$ cat config.mk
export PLATFORM = sky130hd
export DESIGN_NAME = cdb_arbiter_flat
export DESIGN_NICKNAME = d
export VERILOG_FILES = /design/src/rtl/cdb_arbiter_pkg.sv /design/src/rtl/cdb_arbiter_if.sv /design/src/rtl/cdb_arbiter_rr_priority_picker.sv /design/src/rtl/cdb_arbiter.sv /design/src/flat_wrapper.sv
export SDC_FILE = /design/constraint.sdc
export NUM_CORES = 1
export LEC_CHECK = 0
export CAP_MARGIN = 20
export CORE_ASPECT_RATIO = 1.1
export CORE_MARGIN = 2
export CORE_UTILIZATION = 45
export CTS_CLUSTER_SIZE = 20
export DETAILED_ROUTE_END_ITERATION = 6
export PLACE_DENSITY = 0.86
export SYNTH_ARGS = -nofsm -noshare
export SYNTH_HDL_FRONTEND = slang
export SYNTH_SLANG_ARGS = --single-unit
$ cat constraint.sdc
create_clock -name clk -period 7.1 [get_ports clk]
set_input_delay 1.42 -clock clk [delete_from_list [all_inputs] [get_ports clk]]
set_output_delay 1.42 -clock clk [all_outputs]
set_load 0.01 [all_outputs]
$ cat src/rtl/cdb_arbiter_pkg.sv
// Shared defaults and word types for the common data bus: the arbiter,
// the result listeners and the register file all agree on these widths.
package cdb_arbiter_pkg;

  localparam int unsigned CdbNumReq    = 4;
  localparam int unsigned CdbDataWidth = 4;
  localparam int unsigned CdbTagWidth  = 4;

  typedef logic [CdbTagWidth-1:0]  cdb_tag_t;
  typedef logic [CdbDataWidth-1:0] cdb_data_t;

  // Explicit wrap so non-power-of-two requester counts work.
  function automatic int unsigned rr_next(input int unsigned idx, input int unsigned num);
    if (idx + 1 >= num) return 0;
    return idx + 1;
  endfunction

endpackage

$ cat src/rtl/cdb_arbiter_if.sv
// Producer-side request bus plus the registered CDB broadcast it feeds.
interface cdb_arbiter_if import cdb_arbiter_pkg::*; #(
  parameter int unsigned NUM_REQ       = CdbNumReq,
  parameter int unsigned DATA_WIDTH    = CdbDataWidth,
  parameter int unsigned CDB_TAG_WIDTH = CdbTagWidth
);
  localparam int unsigned IdxW = $clog2(NUM_REQ);

  logic [NUM_REQ-1:0]               req_valid;
  logic [NUM_REQ*CDB_TAG_WIDTH-1:0] req_tag;
  logic [NUM_REQ*DATA_WIDTH-1:0]    req_data;
  logic [NUM_REQ-1:0]               req_ready;
  logic                             cdb_hold;
  logic                             cdb_out_valid;
  logic [CDB_TAG_WIDTH-1:0]         cdb_out_tag;
  logic [DATA_WIDTH-1:0]            cdb_out_data;
  logic [IdxW-1:0]                  grant_idx;

  modport master (
    output req_valid, req_tag, req_data, cdb_hold,
    input  req_ready, cdb_out_valid, cdb_out_tag, cdb_out_data, grant_idx
  );

  modport slave (
    input  req_valid, req_tag, req_data, cdb_hold,
    output req_ready, cdb_out_valid, cdb_out_tag, cdb_out_data, grant_idx
  );

endinterface

$ cat src/rtl/cdb_arbiter_rr_priority_picker.sv
// Combinational round-robin pick: first set request at or after ptr_i,
// wrapping modulo NumReq. Returns a one-hot grant and its index.
module cdb_arbiter_rr_priority_picker #(
  parameter int unsigned NumReq = 4,
  parameter int unsigned IdxW   = $clog2(NumReq)
) (
  input  logic [NumReq-1:0] req_i,
  input  logic [IdxW-1:0]   ptr_i,
  output logic [NumReq-1:0] gnt_o,
  output logic [IdxW-1:0]   idx_o
);

  logic [IdxW:0] pos;
  logic          found;

  always_comb begin
    gnt_o = '0;
    idx_o = '0;
    found = 1'b0;
    pos   = '0;
    for (int off = 0; off < int'(NumReq); off++) begin
      // One spare bit holds ptr+off before the wrap back into range.
      pos = {1'b0, ptr_i} + (IdxW+1)'(off);
      if (pos >= (IdxW+1)'(NumReq)) pos = pos - (IdxW+1)'(NumReq);
      if (!found && req_i[pos[IdxW-1:0]]) begin
        found                  = 1'b1;
        gnt_o[pos[IdxW-1:0]]   = 1'b1;
        idx_o                  = pos[IdxW-1:0];
      end
    end
  end

endmodule

$ cat src/rtl/cdb_arbiter.sv
// Round-robin arbiter for the common data bus: grants one producer per cycle
// and broadcasts its tag/data on a registered output one cycle later.
module cdb_arbiter import cdb_arbiter_pkg::*; #(
  parameter int unsigned NUM_REQ       = CdbNumReq,
  parameter int unsigned DATA_WIDTH    = CdbDataWidth,
  parameter int unsigned CDB_TAG_WIDTH = CdbTagWidth
) (
  input  logic           clk,
  input  logic           rst,
  cdb_arbiter_if.slave   bus
);

  localparam int unsigned IdxW = $clog2(NUM_REQ);

  logic [NUM_REQ-1:0]       pick_gnt;
  logic [NUM_REQ-1:0]       ready;
  logic [IdxW-1:0]          pick_idx;
  logic                     xfer;
  logic [CDB_TAG_WIDTH-1:0] tag_sel;
  logic [DATA_WIDTH-1:0]    data_sel;

  logic [IdxW-1:0]          ptr_q, ptr_d;
  logic [IdxW-1:0]          gidx_q, gidx_d;
  logic                     valid_q, valid_d;
  logic [CDB_TAG_WIDTH-1:0] tag_q, tag_d;
  logic [DATA_WIDTH-1:0]    data_q, data_d;

  cdb_arbiter_rr_priority_picker #(
    .NumReq (NUM_REQ),
    .IdxW   (IdxW)
  ) u_picker (
    .req_i  (bus.req_valid),
    .ptr_i  (ptr_q),
    .gnt_o  (pick_gnt),
    .idx_o  (pick_idx)
  );

  assign ready = (rst || bus.cdb_hold) ? '0 : pick_gnt;
  assign xfer  = |ready;

  // AND-OR mux driven by the one-hot grant.
  always_comb begin
    tag_sel  = '0;
    data_sel = '0;
    for (int i = 0; i < int'(NUM_REQ); i++) begin
      if (pick_gnt[i]) begin
        tag_sel  = tag_sel  | bus.req_tag[i*CDB_TAG_WIDTH +: CDB_TAG_WIDTH];
        data_sel = data_sel | bus.req_data[i*DATA_WIDTH +: DATA_WIDTH];
      end
    end
  end

  always_comb begin
    ptr_d   = ptr_q;
    gidx_d  = gidx_q;
    tag_d   = tag_q;
    data_d  = data_q;
    valid_d = xfer;
    if (xfer) begin
      ptr_d  = IdxW'(rr_next(int'(pick_idx), NUM_REQ));
      gidx_d = pick_idx;
      tag_d  = tag_sel;
      data_d = data_sel;
    end
  end

  always_ff @(posedge clk) begin
    if (rst) begin
      ptr_q   <= '0;
      gidx_q  <= '0;
      valid_q <= 1'b0;
      tag_q   <= '0;
      data_q  <= '0;
    end else begin
      ptr_q   <= ptr_d;
      gidx_q  <= gidx_d;
      valid_q <= valid_d;
      tag_q   <= tag_d;
      data_q  <= data_d;
    end
  end

  assign bus.req_ready     = ready;
  assign bus.cdb_out_valid = valid_q;
  assign bus.cdb_out_tag   = tag_q;
  assign bus.cdb_out_data  = data_q;
  assign bus.grant_idx     = gidx_q;

endmodule
$ cat src/flat_wrapper.sv
// flat-port wrapper written by rule: the top's interface ports become plain ports
module cdb_arbiter_flat import cdb_arbiter_pkg::*;
#(
  parameter int unsigned NUM_REQ       = CdbNumReq,
  parameter int unsigned DATA_WIDTH    = CdbDataWidth,
  parameter int unsigned CDB_TAG_WIDTH = CdbTagWidth
)
  (clk, rst, bus_req_valid, bus_req_tag, bus_req_data, bus_cdb_hold, bus_req_ready, bus_cdb_out_valid, bus_cdb_out_tag, bus_cdb_out_data, bus_grant_idx);
  cdb_arbiter_if #(.NUM_REQ(NUM_REQ), .DATA_WIDTH(DATA_WIDTH), .CDB_TAG_WIDTH(CDB_TAG_WIDTH)) bus_i ();
  input  logic clk;
  input  logic rst;
  input wire logic [$bits(bus_i.req_valid)-1:0] bus_req_valid;
  input wire logic [$bits(bus_i.req_tag)-1:0] bus_req_tag;
  input wire logic [$bits(bus_i.req_data)-1:0] bus_req_data;
  input wire logic [$bits(bus_i.cdb_hold)-1:0] bus_cdb_hold;
  output wire logic [$bits(bus_i.req_ready)-1:0] bus_req_ready;
  output wire logic [$bits(bus_i.cdb_out_valid)-1:0] bus_cdb_out_valid;
  output wire logic [$bits(bus_i.cdb_out_tag)-1:0] bus_cdb_out_tag;
  output wire logic [$bits(bus_i.cdb_out_data)-1:0] bus_cdb_out_data;
  output wire logic [$bits(bus_i.grant_idx)-1:0] bus_grant_idx;
  assign bus_i.req_valid = bus_req_valid;
  assign bus_i.req_tag = bus_req_tag;
  assign bus_i.req_data = bus_req_data;
  assign bus_i.cdb_hold = bus_cdb_hold;
  assign bus_req_ready = bus_i.req_ready;
  assign bus_cdb_out_valid = bus_i.cdb_out_valid;
  assign bus_cdb_out_tag = bus_i.cdb_out_tag;
  assign bus_cdb_out_data = bus_i.cdb_out_data;
  assign bus_grant_idx = bus_i.grant_idx;
  cdb_arbiter #(.NUM_REQ(NUM_REQ), .DATA_WIDTH(DATA_WIDTH), .CDB_TAG_WIDTH(CDB_TAG_WIDTH)) u_core (.clk(clk), .rst(rst), .bus(bus_i));
endmodule
# After elaboration in Yosys (flattened, before gate mapping)
# Cells that the tools add are included.
# word_totals
register_bits	13
in_bits	39
out_inout_bits	15
elab_cells	90
# classes
add_sub_neg	8
n_lt_le_gt_ge	13
mux	43
n_bitwise	9
reduce_logical	12
# op_table
cell	n
$mux 4	13
$or 4x4->4	9
$mux 2	9
$mux 1	13
$ge 3x3->1 const B	4
$lt 2x3->1 const B	4
$bmux 1 s2	4
$demux 1 s2	4
$ge 2x1->1 const B	4
$sub 2x1->2 const B	4
$logic_and 1x1->1	7
$add 2x1->3 const B	2
$add 2x2->3 const B	2
$reduce_or 4->1	1
$ge 2x3->1 const B	1
$logic_not 1->1	3
$logic_or 1x1->1	1

# Longest topological paths before layout
# Gate-level depths: netlist of the first run.
# logic_depth
depth_word	21
ltp_mapped	12
ltp_nobuf	9

# Hierarchy
# A second synthesis of the first run with hierarchy kept.
# hier_totals
hier_cells	140
hier_area_um2	1192.4
# by_module_without_submodules
mod	n_inst	cells_each	area_each_um2	seq_area_each_um2
cdb_arbiter	1	75	703.2	260.2
cdb_arbiter_rr_priority_picker	1	65	489.2	0.0

# Worst setup path before layout of the first run
# No wires, ideal clock.
# synth_timing
kind	input port to output port
startpoint	input bus_req_valid[3]
endpoint	output bus_req_ready[3]
t_arrival_ns	3.125
t_required_ns	5.680
path_slack_ns	2.555
path_stages	6
path_buffers	2
path_cell_list	buf_2 mux4_2 a211oi_1 a221o_1 buf_2 nor3b_1
# synth_via
elab_chain_len	13
word_cells_on_any_way	25
cone_classes	mux: 16; bitwise: 3; reduce/logical: 6
# synth_lines
item	line	source
start, declared	flat_wrapper.sv:12	input wire logic [$bits(bus_i.req_valid)-1:0] bus_req_valid;
$bmux 1 s2	cdb_arbiter_rr_priority_picker.sv:25	if (!found && req_i[pos[IdxW-1:0]]) begin
$mux 1 (implied by the code)	cdb_arbiter_rr_priority_picker.sv:25	
$mux 1	cdb_arbiter_rr_priority_picker.sv:25	
$logic_not 1->1	cdb_arbiter_rr_priority_picker.sv:25	
$logic_and 1x1->1	cdb_arbiter_rr_priority_picker.sv:25	
$mux 1	cdb_arbiter_rr_priority_picker.sv:25	
$logic_not 1->1	cdb_arbiter_rr_priority_picker.sv:25	
$logic_and 1x1->1	cdb_arbiter_rr_priority_picker.sv:25	
$mux 1	cdb_arbiter_rr_priority_picker.sv:25	
$logic_not 1->1	cdb_arbiter_rr_priority_picker.sv:25	
$logic_and 1x1->1	cdb_arbiter_rr_priority_picker.sv:25	
$mux 4 *	cdb_arbiter_rr_priority_picker.sv:25	
$mux 4 *	cdb_arbiter.sv:38	assign ready = (rst || bus.cdb_hold) ? '0 : pick_gnt;
end, declared	flat_wrapper.sv:16	output wire logic [$bits(bus_i.req_ready)-1:0] bus_req_ready;
# Every way passes the cells marked *; elsewhere a longest branch is shown, timed or not. The select of a mux whose other input is x is not followed.

# Worst setup path in the final report of the first run
# layout_timing
startpoint	input bus_req_valid[1]
endpoint	output bus_req_ready[3]
# Same word-level chain as after synthesis.

==> key figures, run 1 <==
Outcome
  – Outcome: finished clean

Global route
  – Global-route wire length before repair: approximately 5200 microns
  – Number of global-route vias before repair: between 1,000 and 1,500
  – GR Overflow Total: 0
  – Largest net degree at the start of global routing: 19
  – GRT Total Usage: between 20% and 30%
  – Antenna violations before repair: 0

STA
  – Fin crit share: between 80% and 90%
  – Worst-Margin Slew: 0.810 ns
  – FMAX: 172 MHz
  – Setup_tns: 0 ns
  – Period minus WS final: just under 6 ns
  – Clock skew: 0.00295 ns
  – Hold Vio Cnt, Final: 0
  – # setup viols final: 0
  – Slew Limit Fails: 0
  – Final setup margin: 1.30 ns
  – Slew headroom: 45.3%
  – Unrepaired setup endpoints after global routing: false

Synth
  – Most common flop cell mapped by yosys: dfxtp_1
  – Synth unique cells: 36
  – Async SR Flop Fraction: 0%
  – Mapped cell area: 0.00120 sq mm
  – Sequential fraction of the synthesis area: 21.7%
  – #FFs+latches synth: 13
  – Syn avg cell area: 9.09 sq um
  – Yosys warning count: 0
  – Post-synth EDFFs: 0
  – Gate Count Post-Synth: 132
  – Synthesized net count: between 150 and 200

Finish
  – Layout Cells excl Fill: 206
  – # fillers: 211
  – Antenna Diode Count: 0
  – Commonest non-fill, non-tap cell in the layout: clkdlybuf4s50_1
  – Leading cell types in the layout, fill and taps excluded: clkdlybuf4s50_1 (53), dfxtp_1 (13), a22o_1 (11), nor2_1 (10), a211oi_2 (9)
  – Final net count: 221
  – Ratio of cells with drive above 1 in the final layout: 10.9%
  – Final instance area: 0.00172 sq mm
  – Area delta synth->final: 43.3%

Critical path
  – CP Max Fanout: 13
  – Worst R2R Setup Slack: 2.91 ns
  – R2R cell count: 9
  – CP Capture Type: output port
  – R2r endpoint: u_core.bus.cdb_out_data[1]
  – WP data required: ~5.7 ns
  – Crit path arrival time: 4.38 ns
  – Crit Path Class: in -> out
  – Startpoint types: input pin

Clock tree
  – CTS Root Cell: clkbuf_4
  – Clock Path Buffers: 2
  – Clock-pin slew on the worst setup and hold paths: approximately 0.080 ns
  – Post-CTS resize count: 0
  – CTS buffer count: 3
  – TritonCTS clock tree: built
  – CTS Sinks: 13
  – Worst-Skew Late Latency: roughly 0.27 ns
  – Post-CTS setup buffer count: 0
  – Hold buffers post-CTS: 0
  – H-tree Lvls: 1

Pwr
  – Seq pwr share: 20.0%
  – Combinational Power Share: 73.0%
  – Internal power: 0.348 mW
  – VDD IR-drop max: 0.230 mV
  – Psw: between 0.2 and 0.3 mW
  – Total power: about 0.64 mW
  – Switching part of the total: 45.8%
  – Clock power share: 7.0%
  – P_leak: 0.615 nW
  – PwrDens: 374 mW/mm^2

Floorplan
  – Core Box Area: 0.00252 sq mm
  – I/O pin total: 54
  – Row cnt: 19
  – Die X-Extent: 53.2 microns
  – Die Y: 58.2 microns
  – Starting Density: 47.6%
  – Die area: 0.00310 sq mm

Detailed routing
  – Routed WL per cell: approximately 16 microns
  – 1st-iter DRT viols: 27
  – Pre-antenna DRT Iters: 4
  – DRT Wirelength: 3350 microns
  – Final ANT Viol Nets: 0
  – DR vias/cell: 6.06
  – DR vias: 1,249
  – DRC Markers: 0

Hold path
  – Worst Hold Depth: 2
  – HP Class: reg -> reg
  – HP Start: u_core.bus.grant_idx[1]
  – Hold endpoint: u_core.bus.grant_idx[1]

Placement
  – Port bufs: 53
  – Post-DP HPWL: 2530 microns
  – Placement Cell Area: 0.00169 sq mm
  – Placed insts: roughly 200
  – Dpl ws: 1.33 ns
  – Gp weighted congestion: approximately 0.76

Run
  – Max-cap violations: 0
## worst max-delay path, stage by stage
cell and delay (ns):
clkdlybuf4s50_1 0.62, mux4_2 0.58, a211oi_1 0.42, a221o_1 0.48, nor3b_1 0.28, clkdlybuf4s50_1 0.58
## area by class of cell
class / count / area, sq um / share of cell area (%)
multi-input cells: 98 / 836 / 48.6
clock inverters: 1 / 5.00 / 0.291
well taps: 31 / 38.8 / 2.26
repair buffers: 53 / 531 / 30.9
inverters: 7 / 26.3 / 1.53
flip-flops and latches: 13 / 260 / 15.1
clock buffers: 3 / 22.5 / 1.31
## power by group through the flow
stage	combinational (mW)	sequential, mW	clock (mW)
floorplan	0.354	0.134	0
global placement	0.451	0.128	0
detailed placement	0.467	0.130	0
CTS	0.469	0.128	0.0467
global route	0.514	0.132	0.0525
finish	0.469	0.128	0.0451
## worst max-delay path by stage
stage	startpoint	endpoint	cells past startpoint
2_1_floorplan	bus_req_valid[3]	bus_req_ready[3]	6
3_3_place_gp	bus_req_valid[1]	bus_req_ready[1]	6
3_5_place_dp	bus_req_valid[1]	bus_req_ready[3]	6
4_1_cts	bus_req_valid[1]	bus_req_ready[3]	6
5_1_grt	bus_req_valid[1]	bus_req_ready[3]	6
6_report	bus_req_valid[1]	bus_req_ready[3]	6
## state kept, by name, summed over array words and instances (netlist names), named ones only
signal and cells:
u_core.bus.grant_idx 2, u_core.bus.cdb_out_tag 4, u_core.bus.cdb_out_data 4, u_core.bus.cdb_out_valid 1, u_core.ptr_q 1
## metrics by stage
stage / util [%] / hold WS (ns)
floorplan: - / 0.493
global placement: 67.1 / 0.461
detailed placement: 67.1 / 0.473
CTS: 68.2 / 0.484
global route: 68.2 / 0.513
finish: 68.2 / 0.477
## layer usage
layer  part of all wire, %  vias to the layer above  global-route usage, %
met5                     0                        -                      0
met4                   3.6                        0                   14.3
met3                    12                       12                   6.96
met2                    44                       66                   34.7
met1                    40                      569                   26.4
li1                      -                      602                      -
## cell usage after synthesis, types with 2 or more instances
cell,instances,share of area [%]
nor3_1,3,1.3
mux4_2,2,3.8
a211oi_1,2,1.3
o21ai_0,3,1.3
nand2b_1,2,1.0
ha_1,6,6.3
a311oi_1,2,1.5
nand2_1,3,0.94
a22o_1,11,8.0
a221oi_1,8,5.8
mux2i_1,4,3.3
a211oi_2,9,9.4
a21oi_1,5,2.1
nor2_1,10,3.1
a221o_1,4,3.3
o22ai_1,2,1.0
dfxtp_1,13,22
buf_2,8,3.3
inv_1,7,2.2
buf_6,2,1.9
clkbuf_1,4,1.3
and3b_1,3,2.2
nor3b_1,6,3.8
## cells by family (layout without fill, tap and decap cells)
| family | Yosys count | count (layout) | share of synthesized area, % |
|---|---|---|---|
| DFF | 13 | 13 | 21.7 |
| xor gates and xnor gates | 1 | 1 | 0.730 |
| and+or+nand+nor | 33 | 33 | 16.8 |
| adders and majority gates | 6 | 6 | 6.26 |
| AOI/OAI and AO/OA | 51 | 51 | 37.9 |
| buffers and inverters | 21 | 64 | 8.65 |
| muxes | 7 | 7 | 8.03 |
No activity file was read; power rests on OpenSTA's default activity.
==> inputs of run 2 (changes only) <==
--- a/config.mk
+++ b/config.mk
@@ -8,10 +8,10 @@
 export CAP_MARGIN = 20
 export CORE_ASPECT_RATIO = 1.1
 export CORE_MARGIN = 2
-export CORE_UTILIZATION = 45
+export CORE_UTILIZATION = 42
 export CTS_CLUSTER_SIZE = 20
 export DETAILED_ROUTE_END_ITERATION = 6
-export PLACE_DENSITY = 0.86
+export PLACE_DENSITY = 0.81
 export SYNTH_ARGS = -nofsm -noshare
 export SYNTH_HDL_FRONTEND = slang
 export SYNTH_SLANG_ARGS = --single-unit
==> constraint.sdc (replaced) <==
create_clock -name clk -period 5.4 [get_ports clk]
set_input_delay 1.08 -clock clk [delete_from_list [all_inputs] [get_ports clk]]
set_output_delay 1.08 -clock clk [all_outputs]
set_load 0.01 [all_outputs]
==> run 2 against run 1 <==
  * Via count is 1.5% lower
  * Global-route usage is 3.5 points lower
  * Sequential share of layout area shrank 0.14 points
  * Largest power group unchanged
  * Highest routed layer unchanged
==> key figures, run 2 (synthesis gave the netlist of run 1 again) <==
Clock tree
  – Post-CTS setup buffer count: 0
  – CTS buffer count: 3
  – Post-CTS resize count: 0
  – Clock-pin slew on the worst setup and hold paths: 0.08 ns
  – TritonCTS clock tree: built
  – CTS Sinks: 13
  – Worst-Skew Late Latency: 0.27 ns
  – H-tree Lvls: 1
  – CTS Root Cell: clkbuf_4
  – Clock Path Buffers: 2
  – Hold buffers post-CTS: 0

Placement
  – Gp weighted congestion: 0.759
  – Port bufs: 53
  – Post-DP HPWL: 2520 microns

Finish
  – Leading cell types in the layout, fill and taps excluded: clkdlybuf4s50_1 (53), dfxtp_1 (13), a22o_1 (11), nor2_1 (10), a211oi_2 (9)
  – Final net count: 223
  – Antenna Diode Count: 0
  – # fillers: 240
  – Commonest non-fill, non-tap cell in the layout: clkdlybuf4s50_1
  – Area delta synth->final: 44.6%
  – Ratio of cells with drive above 1 in the final layout: between 10% and 20%

Hold path
  – HP Class: reg -> reg

Detailed routing
  – Final ANT Viol Nets: 0
  – 1st-iter DRT viols: 20
  – DRC Markers: 0
  – DR vias/cell: 5.86
  – DRT Wirelength: 3180 microns
  – Pre-antenna DRT Iters: 4
  – Routed WL per cell: ~15 microns
  – DR vias: 1,230

Floorplan
  – I/O pin total: 54
  – Row cnt: 20
  – Starting Density: 43.6%
  – Die X-Extent: approximately 55 microns
  – Die Y: between 60 and 70 microns
  – Die area: 0.00330 sq mm
  – Core Box Area: around 0.0028 sq mm

Global route
  – Antenna violations before repair: 0
  – Largest net degree at the start of global routing: 19
  – GR Overflow Total: 0
  – Global-route wire length before repair: 4750 microns
  – GRT Total Usage: 19.0%
  – Number of global-route vias before repair: between 1,000 and 1,500

Critical path
  – Worst Path Buf+Inv: 2
  – Crit-path slowest cell: dfxtp_1
  – Critical Path, Cell by Cell: inv_1 > ha_1 > mux4_2 > a211oi_1 > a221o_1 > nor3b_1 > clkdlybuf4s50_1
  – Startpoint types: flip-flop
  – Crit Path Class: reg -> out
  – CP Capture Type: output port
  – CP top delay family: compound AO/OA/AOI/OAI gates
  – Max incr delay on CP: 0.68 ns
  – CP Max Fanout: 16
  – Crit path arrival time: 3.92 ns
  – WP data required: 4.32 ns

STA
  – Fin crit share: 92.6%
  – FMAX: 200 MHz
  – Setup_tns: 0 ns
  – # setup viols final: 0
  – Hold Vio Cnt, Final: 0
  – Slew headroom: roughly two fifths
  – Worst-Margin Slew: 0.879 ns
  – Clock skew: ~0.0047 ns
  – Period minus WS final: 5.00 ns
  – Slew Limit Fails: 0
  – Unrepaired setup endpoints after global routing: false

Pwr
  – P_leak: 0.622 nW
  – PwrDens: about 490 mW/mm^2
  – VDD IR-drop max: 0.322 mV
  – Total power: 0.844 mW

Outcome
  – Outcome: finished clean

Run
  – Max-cap violations: 0
run 2: per-stage QoR:
step	instance area (sq um)	std cells	setup WS, ns	hold slack (ns)	utilization [%]
2_1_floorplan	1200	132	1.54	0.493	-
3_3_place_gp	1710	206	0.508	0.465	62.1
3_5_place_dp	1710	206	0.418	0.471	62.1
4_1_cts	1740	210	0.405	0.483	63.0
5_1_grt	1740	210	0.0503	0.520	63.0
6_report	1740	210	0.400	0.480	63.0
run 2: final timing paths:
kind | start | endpoint | slack, ns | cells after the start
setup / recovery | flip-flop | bus_req_ready[1] | 0.40 | 7
hold / removal | u_core.bus.grant_idx[1] | u_core.bus.grant_idx[1] | 0.48 | 2
setup reg to reg | flip-flop | flip-flop | 1.33 | 8
hold reg to reg | u_core.bus.grant_idx[1] | u_core.bus.grant_idx[1] | 0.48 | 2
run 2: power breakdown:
part	switching, mW	total [mW]	internal, mW	leakage (nW)
combinational	0.317	0.615	0.298	0.500
clock	0.0304	0.0590	0.0286	0.0150
sequential	0.0353	0.170	0.134	0.107
total	0.383	0.844	0.461	0.622
run 2: worst reg2reg max path, delay by kind of cell (launching register included):
| kind | cells | cell delay (ns) |
|---|---|---|
| compound gates | 5 | 2.02 |
| fa+ha+maj | 1 | 0.60 |
| buf+inv | 1 | 0.29 |
| flops | 1 | 0.68 |
| mux | 1 | 0.40 |
run 2: layout make-up:
cell class / count / area, sq um / area share, %
Clock buffer: 4 / 26.3 / 1.51
Inverter: 7 / 26.3 / 1.51
Multi-Input combinational cell: 98 / 836 / 48.2
Sequential cell: 13 / 260 / 15.0
Tap cell: 33 / 41.3 / 2.38
Timing Repair Buffer: 55 / 546 / 31.4
run 2: layer usage:
layer	GRT usage, %	vias to the layer above	wire length (microns)
met5	0	-	0
met4	4.18	0	17
met3	4.00	2	328
met2	36.6	45	1570
met1	20.4	571	1270
li1	-	612	-
==> inputs of run 3 (changes only) <==
--- a/config.mk
+++ b/config.mk
@@ -9,7 +9,6 @@
 export CORE_ASPECT_RATIO = 1.1
 export CORE_MARGIN = 2
 export CORE_UTILIZATION = 42
-export CTS_CLUSTER_SIZE = 20
 export DETAILED_ROUTE_END_ITERATION = 6
 export PLACE_DENSITY = 0.81
 export SYNTH_ARGS = -nofsm -noshare
==> results of run 3 <==
Same layout as run 2: the final DEF is identical, and so are final timing and power.
==> patch 1 (flow settings as in run 3) <==
Change the package constant `CdbTagWidth` from 4 to 3.
--- a/src/rtl/cdb_arbiter_pkg.sv
+++ b/src/rtl/cdb_arbiter_pkg.sv
@@ -6,3 +6,3 @@
   localparam int unsigned CdbDataWidth = 4;
-  localparam int unsigned CdbTagWidth  = 4;
+  localparam int unsigned CdbTagWidth  = 3;
 
Interface: changed (resized bus_cdb_out_tag and bus_req_tag); port bits go from 54 to 49. No check against the original RTL was run, so the function may have changed too.
==> patch 1 against run 3 <==
  * Sequential power is 5% lower
  * Clock skew decreased by 0.0040 ns
  * Area after synthesis is 3.3% higher
  * Final area up 0.72%
  * Wire length up 7.3%
  * Total power rose by 20%
  * Combinational power increased by 28%
  * Largest cell class unchanged
  * Highest routed layer unchanged
  * Sequential cell count is 1 lower
  * Count of clock-buffer cells in the layout stayed put
  * Synthesized cell count up 1.5%
  * Setup slack worse by 0.0040 ns
==> patch 1: results (changes against run 3) <==
outcome:
  status: "completed"  # unchanged
clocking:
  clockBufferDepth: 2  # unchanged
  htree_levels: 1  # unchanged
  cts_resized: 0  # unchanged
  path_clk_slew_ns: 0.07
  clk_latency_ns: 0.27  # about the same
  post_cts_buffers: 0  # unchanged
  cts_root_buf: "clkbuf_4"  # unchanged
  numCtsBuffers: 3  # unchanged
route:
  wl_um: 3410  # was 3180 µm
  drt_pass1_iterations: 4  # unchanged
  drt_iter0_markers: 32  # was 20
  viasPerCell: 6.03  # was 5.86
sta:
  fin_skew_ns: 0.000658  # was 0.00469 ns
  hold_violations: 0  # unchanged
  relSlewSlack: 0.427  # was 0.407
  layout_min_cycle_time_ns: 5.00  # about the same
yosys:
  synthArstFlopShare: 0  # unchanged
  yosysSeqAreaShare: 0.194  # was 0.217
  synth.area.top_cells: "dfxtp_1 19%, ha_1 6.1%, a221oi_1 4.9%"  # was dfxtp_1 22%, a211oi_2 9.4%, a22o_1 8.0%
  yosys_warnings: 0  # unchanged
  synth_nets: 175  # was 177
  synth.distinct_cells: 45  # was 36
  yosys-top-cells-count: "12 x dfxtp_1, 8 x nor2_1, 7 x a221oi_1, 7 x a22o_1, 7 x o2bb2ai_1"  # was 13 x dfxtp_1, 11 x a22o_1, 10 x nor2_1
placed_design:
  post-place-ws_ns: 0.431  # was 0.418 ns
  placed_cell_area_um2: 1710  # about the same
  gp_congestion: 0.970  # was 0.759
  dpl.hpwl_um: 2700  # was 2520 µm
  portBuffers: 48  # was 53
layout:
  n_antenna_cell: 0  # unchanged
  num-fill-cells: 225  # was 240
  largest_register_ffs: 4
  drive_above_1_share: 0.0955  # was 0.113
  nets: 220  # was 223
pwr:
  vdd.ir_drop.worst_mv: 0.368  # was 0.322 mV
  power.leakage_nw: 0.718  # was 0.622 nW
setup_path:
  crit_fanout: 11  # was 16
  cp_top_family: "buffers and inverters"  # was compound AO/OA/AOI/OAI gates
  cp_slowest_stage_delay_ns: 0.61  # was 0.68 ns
  cpMaxStageDelayCell: "clkdlybuf4s50_1"  # was dfxtp_1
  rrSetupSlack_ns: 1.69  # was 1.33 ns
  arrival_ns: 3.92  # about the same
grt:
  first_global_vias: 1158  # was 1,109
  grt_pass1_wl_um: 5360  # was 4750 µm
  grt_max_degree: 25  # was 19
  antenna_found_initial: 0  # unchanged
  grt_use_total: 0.198  # was 0.190
worst_hold_path:
  hold_path.class: "reg2reg"  # unchanged
-- patch 1: kinds of logic after synthesis --
group | synth area share
AO/OA/AOI/OAI | 0.365
XOR/XNOR | 0.00706
buffers and inverters | 0.0616
multiplexers | 0.140
adder cells (fa/ha/maj) | 0.0605
AND/OR/NAND/NOR | 0.172
flip-flops | 0.194
-- patch 1: power by group --
part           switching [mW]  internal, mW  total, mW  leakage [nW]
Combinational           0.410         0.376      0.786         0.598
Clock                  0.0284        0.0410     0.0694        0.0210
Sequential             0.0320         0.129      0.161        0.0982
-- patch 1: per-stage QoR --
stage	hold WS, ns	util	std cells
4_1_cts	0.474	0.629	211
6_report	0.470	0.629	211
3_3_place_gp	0.448	0.616	207
5_1_grt	0.484	0.629	211
3_5_place_dp	0.456	0.616	207
2_1_floorplan	0.492	-	134
-- patch 1: cell type report --
class,instances,area (µm²),area share
Multi-Input combinational cell,108,923,0.528
Sequential cell,12,240,0.137
Clock buffer,4,36.3,0.0208
Inverter,5,18.8,0.0107
Tap cell,33,41.3,0.0236
Timing Repair Buffer,49,488,0.279
-- patch 1: final timing paths --
kind / start / end / depth (start not counted)
worst min register to register: u_core.bus.cdb_out_tag[2] / u_core.bus.cdb_out_tag[2] / 1
worst max-delay path: bus_req_valid[3] / bus_req_ready[2] / 8
worst min-delay path: u_core.bus.cdb_out_tag[2] / u_core.bus.cdb_out_tag[2] / 1
worst max register to register: u_core.ptr_q[1] / u_core.bus.cdb_out_data[3] / 9
-- patch 1: per-layer routing --
metal | up-vias | GRT usage | share of wire
met1 | 605 | 0.274 | 0.46
met4 | 0 | 0.0801 | 0.012
li1 | 629 | - | -
met2 | 33 | 0.325 | 0.50
met3 | 6 | 0.0171 | 0.026
met5 | - | 0 | 0
==> patch 2 (settings of run 3) <==
Made on the original files. `tag_q` no longer has a reset.
--- a/src/rtl/cdb_arbiter.sv
+++ b/src/rtl/cdb_arbiter.sv
@@ -71,3 +71,2 @@
       valid_q <= 1'b0;
-      tag_q   <= '0;
       data_q  <= '0;
@@ -77,5 +76,8 @@
       valid_q <= valid_d;
-      tag_q   <= tag_d;
       data_q  <= data_d;
     end
+  end
+
+  always_ff @(posedge clk) begin
+    tag_q <= tag_d;
   end
Check against the original RTL: differs if rst is asserted again (counterexample within 4 cycles, from zero or initial values and one cycle with rst high); with rst held inactive, the same outputs for 10 cycles.
==> patch 2 against run 3 <==
  * Hold slack lost 0.013 ns
  * Area after synthesis grew 18%
  * Total power grew 24%
  * Setup slack gained 0.20 ns
  * Critical path depth grew 2
  * Wire length grew 18%
  * Sequential cell count is the same
  * Final area grew 16%
  * Critical path type unchanged
  * Largest cell class unchanged
  * Largest power group unchanged
  * Highest routed layer unchanged
==> patch 2: results (changes against run 3) <==
grt:
  grt_use_total: 0.201  # was 0.190
  first_global_vias: 1364  # was 1,109
route:
  drt_iter0_markers: 143  # was 20
  wl_per_cell_um: 14.9  # was 15.1 µm
  drt_pass1_iterations: 5  # was 4
  wl_um: 3760  # was 3180 µm
placed_design:
  post-place-ws_ns: 0.606  # was 0.418 ns
  dpl.hpwl_um: 2910  # was 2520 µm
  gp_congestion: 0.890  # was 0.759
sta:
  final.period_utilization: 0.888  # was 0.926
  fin_skew_ns: 0.00659  # was 0.00469 ns
setup_path:
  crit_fanout: 13  # was 16
  worst-r2r-cell-count: 10  # was 8
yosys:
  yosysSeqAreaShare: 0.212  # was 0.217
  synth.area.top_cells: "dfxtp_1 13%, edfxtp_1 8.5%, a222oi_1 5.6%"  # was dfxtp_1 22%, a211oi_2 9.4%, a22o_1 8.0%
  synth_edf_count: 4  # was 0
  synthMuxAreaShare: 0.104  # was 0.0803
  synth.distinct_cells: 49  # was 36
layout:
  buffer_area_frac: 0.294  # was 0.314
  multi_input_comb_cells: 127  # was 98
  num-fill-cells: 297  # was 240
  multi_input_area_share: 0.498  # was 0.482
  ff_latch_area_um2: 300  # was 260 µm²
  seq_cells: 13  # unchanged
pwr:
  sw_frac_of_total: 0.454  # about the same
  switching_power_mw: 0.474  # was 0.383 mW
  power_frac_seq: 0.181  # was 0.201
  power.leakage_nw: 0.805  # was 0.622 nW
outcome:
  status: "completed"  # unchanged
==> patch 2: metal layers <==
layer,global-route usage,vias to the layer above,part of all wire
met2,0.345,66,0.50
li1,-,756,-
met5,0,-,0
met3,0.0220,2,0.087
met4,0.0682,0,0.0082
met1,0.257,706,0.40
==> patch 2: worst min-delay path by stage <==
stage                               start                    endpoint  cells past startpoint
2_1_floorplan  u_core.bus.cdb_out_data[0]  u_core.bus.cdb_out_data[0]                      2
6_report       u_core.bus.cdb_out_data[0]  u_core.bus.cdb_out_data[0]                      2
5_1_grt           u_core.bus.grant_idx[1]     u_core.bus.grant_idx[1]                      2
3_5_place_dp   u_core.bus.cdb_out_data[1]  u_core.bus.cdb_out_data[1]                      2
3_3_place_gp      u_core.bus.grant_idx[0]     u_core.bus.grant_idx[0]                      2
4_1_cts           u_core.bus.grant_idx[1]     u_core.bus.grant_idx[1]                      2
